**src/rtl/reg_dump_reader.sv**
```systemverilog
// Debug read-out client: walks a register address range over one register-file read
// port and streams each value, tagged with its address, on a valid/ready interface.
module reg_dump_reader #(
    parameter int ADDR_W = 5,
    parameter int DATA_W = 32
) (
    input  logic              clk,
    input  logic              rst,
    input  logic              start,
    input  logic [ADDR_W-1:0] first_addr,
    input  logic [ADDR_W-1:0] last_addr,
    output logic              busy,
    output logic              done,
    output logic [ADDR_W-1:0] rf_rd_addr,
    input  logic [DATA_W-1:0] rf_rd_data,
    output logic              out_valid,
    input  logic              out_ready,
    output logic [ADDR_W-1:0] out_addr,
    output logic [DATA_W-1:0] out_data,
    output logic              out_last
);

    typedef enum logic [1:0] {
        IDLE   = 2'd0,
        READ   = 2'd1,
        SEND   = 2'd2,
        FINISH = 2'd3
    } state_t;

    state_t            state_r;
    logic [ADDR_W-1:0] cur_r;
    logic [ADDR_W-1:0] last_r;

    // Dump sequencer; rf_rd_addr is loaded one cycle ahead so it equals cur during READ.
    always_ff @(posedge clk) begin
        if (rst) begin
            state_r    <= IDLE;
            cur_r      <= '0;
            last_r     <= '0;
            busy       <= 1'b0;
            done       <= 1'b0;
            rf_rd_addr <= '0;
            out_valid  <= 1'b0;
            out_addr   <= '0;
            out_data   <= '0;
            out_last   <= 1'b0;
        end else begin
            done <= 1'b0;
            case (state_r)
                IDLE: begin
                    rf_rd_addr <= '0;
                    if (start) begin
                        busy <= 1'b1;
                        if (first_addr <= last_addr) begin
                            cur_r      <= first_addr;
                            last_r     <= last_addr;
                            rf_rd_addr <= first_addr;
                            state_r    <= READ;
                        end else begin
                            done    <= 1'b1;
                            state_r <= FINISH;
                        end
                    end else begin
                        busy    <= 1'b0;
                        state_r <= IDLE;
                    end
                end
                READ: begin
                    out_data   <= rf_rd_data;
                    out_addr   <= cur_r;
                    out_last   <= (cur_r == last_r);
                    out_valid  <= 1'b1;
                    rf_rd_addr <= '0;
                    state_r    <= SEND;
                end
                SEND: begin
                    if (out_ready) begin
                        out_valid <= 1'b0;
                        if (out_last) begin
                            done    <= 1'b1;
                            state_r <= FINISH;
                        end else begin
                            // cur only advances below last, so it can never wrap
                            cur_r      <= cur_r + ADDR_W'(1);
                            rf_rd_addr <= cur_r + ADDR_W'(1);
                            state_r    <= READ;
                        end
                    end else begin
                        state_r <= SEND;
                    end
                end
                FINISH: begin
                    busy    <= 1'b0;
                    state_r <= IDLE;
                end
                default: begin
                    busy       <= 1'b0;
                    out_valid  <= 1'b0;
                    rf_rd_addr <= '0;
                    state_r    <= IDLE;
                end
            endcase
        end
    end

endmodule

```
**config.mk**
```make
export PLATFORM = sky130hd
export DESIGN_NAME = reg_dump_reader
export DESIGN_NICKNAME = d
export VERILOG_FILES = /design/src/rtl/reg_dump_reader.sv
export SDC_FILE = /design/constraint.sdc
export NUM_CORES = 1
export LEC_CHECK = 0
export CORE_ASPECT_RATIO = 1.4
export CORE_MARGIN = 1.5
export CORE_UTILIZATION = 45
export CTS_BUF_LIST = sky130_fd_sc_hd__clkbuf_4 sky130_fd_sc_hd__clkbuf_8 sky130_fd_sc_hd__clkbuf_16
export CTS_CLUSTER_SIZE = 30
export DETAILED_ROUTE_END_ITERATION = 6
export GPL_TIMING_DRIVEN = 0
export MAX_ROUTING_LAYER = met4
export PLACE_DENSITY = 0.8
export SYNTH_ARGS = -nofsm -noshare
export SYNTH_HDL_FRONTEND = slang
export SYNTH_SLANG_ARGS = --single-unit
```
**constraint.sdc**
```tcl
create_clock -name clk -period 2.3 [get_ports clk]
set_input_delay 0.345 -clock clk [delete_from_list [all_inputs] [get_ports clk]]
set_output_delay 0.345 -clock clk [all_outputs]
set_load 0.02 [all_outputs]
```
* Word level (Yosys, flattened, before mapping)
Cells that the tools add are included.
Storage, ports and cells: register bits after elaboration 58, bits in latches 0, bits in writable memories 0, ROM bits 0, output and inout port bits 46, memories kept 0
Operators by class: add/sub/neg operators 1, multipliers 0, div/mod/pow operators 0, magnitude comparators 1, equal/unequal tests 8, shifts and indexed selects 0, multiplexer cells 22, bitwise logic cells 0, reduce and logical (&&, ||, !) cells 9
Operator list (number):
- two-way mux 5 bit | 6
- case mux 5 bit (3 select lines) | 1
- case mux 5 bit (2 select lines) | 1
- two-way mux 2 bit | 4
- != test 2 bit (second input constant) | 4
- case mux 2 bit (4 select lines) | 1
- two-way mux 1 bit | 6
- case mux 1 bit (2 select lines) | 3
- AND reduction 3 bit | 2
- nonzero test 2 bit | 3
- adder 5 x 1 -> 5 bit (second input constant) | 1
- == test 5 bit | 1
- less-or-equal comparator 5 bit | 1
- AND reduction 5 bit | 1
- == test 2 bit (second input constant) | 2
- nonzero test 3 bit | 1
- == test 2 x 1 -> 1 bit (second input constant) | 1
- zero test 2 bit | 1
- AND reduction 2 bit | 1

* Logic depth before layout (Yosys ltp)
depth after elaboration 4, gate-level depth with buffers 8

* Worst setup path after synthesis
OpenSTA, ideal clock, no wires.
kind input-to-reg, from input last_addr[1], to register cur_r[3], setup time 0.116 ns, arrival 1.654 ns, data required time 2.184 ns, setup slack 0.531 ns, stages on the path 7, path through inv_1 > ha_1 > nor2b_1 > o31ai_4 > a31oi_2 > a22o_1 > a31o_1
Between the ends: longest elaborated chain between the ends 3
Ends and longest elaborated chain:
- start, declared | RTL line 11 | input logic [ADDR_W-1:0] last_addr,
- less-or-equal comparator 5 bit | RTL line 54 | if (first_addr <= last_addr) begin
- != test 2 bit (no line)
- AND reduction 5 bit (no line)
- end signal, assigned | RTL line 55 | cur_r <= first_addr;
- end signal, assigned | RTL line 84 | cur_r <= cur_r + ADDR_W'(1);
- end, declared | RTL line 31 | logic [ADDR_W-1:0] cur_r;
Every way passes these cells. A chain may end at the register's enable or synchronous reset.

* Worst setup path in the final report
from input first_addr[0], to register cur_r[3]
Between the ends: longest elaborated chain between the ends 3
Ends and longest elaborated chain:
- start, declared | RTL line 10 | input logic [ADDR_W-1:0] first_addr,
- less-or-equal comparator 5 bit | RTL line 54
- != test 2 bit (no line)
- AND reduction 5 bit (no line)
Every way passes these cells.

==> results.tsv <==
metric	value	unit
outcome	complete, no violations	
layoutNonFillerInstCount	452	
clk_pin_slew	0.07	ns
ys_async_sr_fraction	0	%
syn-instance-count	276	
synth_fp_nets	333	
drt-pass1-iter-count	5	
fin_area	0.003862	mm^2
synth_warnings	0	
clockRootBuffer	clkbuf_8	
worstPathArrival	2.47	ns
core_area	0.005565	mm^2
area_growth	46.51	%
crit_family	buffers and inverters	
layout_common_cells	clkdlybuf4s50_1, dfxtp_1, nor2_1, mux2i_1	
critical_path.max_fanout	7	
initialDrtViolationCount	198	
tightest_slew	0.5208	ns
period_minus_slack	2.241	ns
crit_top_cell	nand4_1	
cts_max_level	3	
synth_edf_count	0	
startpoint_type	input port	
cts_tree	built	
r2r_setup_slack	0.39	ns
clock_latency	0.34	ns
critPathMaxStageDelay	0.59	ns
cp_slowest_cell	clkdlybuf4s50_1	
mostFrequentLayoutCell	clkdlybuf4s50_1	
ys.flop_type	dfxtp_1	
grt_start_max_net_pins	11	
wl_per_cell	14.37	um
nets	436	
drive_gt1_share	9.635	%
antenna_found_initial	0	
fmax	0.4462	GHz
die_y	93.57	um
place_hpwl	4.729	mm
numCtsBuffers	9	
design_power_total	0.002754	W
synthDistinctLibCells	42	
remaining_drc_errors	0	
p_leak	1.542	nW
grt_pass1_wl	10.83	mm
routabilityCongestion	0.9821	
cts_num_sinks	58	
via_per_inst	5.162	
io_pins	92	
fin_hold_ws	0.4950	ns
yosys_register_bits	58	
finalSetupViolCount	0	
drv_cap	0	
grt_use_total	23.29	%
seq_area_frac_synth	44.04	%
die_x	67.69	um
fin_crit_sh	97.44	%
grt_pass1_vias	2350	
hold_violations	0	
clock_skew	0.006432	ns
n_antenna_cell	0	
dp.cells	435	
start_util	47.37	%
wl	6.496	mm
power_density	713.1	mW/mm^2
rsz0062_at_grt	false	
finalSetupTns	0	ns
crit_path_end_kind	flip-flop	
synth_area	0.002636	mm^2
crit_type	in2reg	
slew_headroom	65.28	%
slew_violations	0	
avgSynthCellArea	9.552	um^2
ant_nets	0	
die_area	0.006333	mm^2
peakVddDrop	0.5596	mV
crit_buf_inv	3	
portBuffers	91	
dr_total_vias	2333	
placed_cell_area	0.003632	mm^2
required	2.53	ns
cts_buffer_depth	2	
overflow	0	
crit_chain	clkdlybuf4s50_1 -> inv_1 -> ha_1 -> nand4_1 -> mux2i_1 -> nand4_1 -> buf_4 -> a22o_1 -> a31o_1	
holdCritPathClass	reg2reg	
std_cell_rows	32	
-- per-layer routing --
layer,global-route usage (%),up-vias,part of all wire [%]
li1,-,1156,-
met1,27.66,1078,43
met2,36.85,90,49
met3,5.415,9,6.2
met4,10.54,0,1.6
met5,-,-,0
-- cells by family (layout without fill, tap and decap cells) --
kind of cell	count (synthesis)	count (layout)	synth area share (%)
flip-flops	58	58	44.04
buffers and inverters	26	134	4.414
AND/OR/NAND/NOR	90	90	15.62
XOR/XNOR	8	8	2.658
AO/OA/AOI/OAI	37	37	10.58
adder cells (fa/ha/maj)	11	11	5.221
multiplexers	46	46	17.47
-- per-stage QoR --
stage / setup slack, ns / utilization, %
2_1_floorplan: 0.5306 / -
3_3_place_gp: -0.2419 / 65.27
3_5_place_dp: -0.2528 / 65.27
4_1_cts: 0.07314 / 69.27
5_1_grt: 0.01451 / 69.40
6_report: 0.05882 / 69.40
-- worst paths after layout --
kind / start / endpoint / depth (start not counted)
worst min register to register: out_data[30]$_SDFFE_PP0P_ / out_data[30]$_SDFFE_PP0P_ / 2
worst min-delay path: out_data[30]$_SDFFE_PP0P_ / out_data[30]$_SDFFE_PP0P_ / 2
worst max-delay path: first_addr[0] / cur_r[3]$_SDFFE_PP0P_ / 9
worst max register to register: state_r[0]$_SDFF_PP0_ / cur_r[3]$_SDFFE_PP0P_ / 8
-- Yosys cell counts (3+ instances only) --
master,number,area [um^2]
nand2b_1,4,25.02
buf_2,4,20.02
a31oi_1,4,25.02
xnor2_1,3,26.28
nor2b_1,3,18.77
nand2_2,3,18.77
dfxtp_1,58,1161
nand3_1,8,40.04
xor2_1,5,43.79
a21oi_1,8,40.04
nand4_1,3,18.77
clkbuf_1,5,18.77
inv_1,11,41.29
nor3_1,8,40.04
o21ai_0,4,20.02
mux2i_1,46,460.4
nor2_1,55,206.5
ha_1,11,137.6
-- flip-flops by register name, indices dropped and copies added (netlist names) --
name and cells:
last_r 5, done 1, state_r 2, cur_r 5, busy 1, out_last 1, out_data 32, rf_rd_addr 5
out_valid 1, out_addr 5
-- layout make-up --
class | instances | area [um^2]
Clock buffer | 11 | 145.1
Timing Repair Buffer | 92 | 918.4
Tap cell | 68 | 85.08
Fill cell | 440 | 1703
Sequential cell | 58 | 1161
Buffer | 15 | 75.07
Multi-Input combinational cell | 192 | 1359
Clock inverter | 5 | 77.57
Inverter | 11 | 41.29
-- report_power, final --
group          leakage [nW]  internal, W  switching (W)
logic                 0.956     0.000294       0.000284
registers             0.473      0.00107      0.0000452
clock network         0.113     0.000648       0.000413
-- worst reg2reg max path: stages, from the launching register on --
cell and delay, ns:
dfxtp_1 0.34, inv_1 0.09, ha_1 0.14, buf_4 0.17, nand2_2 0.09, nor3_1 0.32
a31oi_2 0.16, a22o_1 0.29, a31o_1 0.21
-- timing repair --
| item | 4_1_cts | 5_1_grt |
|---|---|---|
| gates resized for setup | 0 | 0 |
| hold buffers | 0 | 0 |
| endpoints found under the setup margin | 0 | 2 |
| buffers inserted | 0 | 1 |
Note: power is estimated with default switching activity, not from simulation.
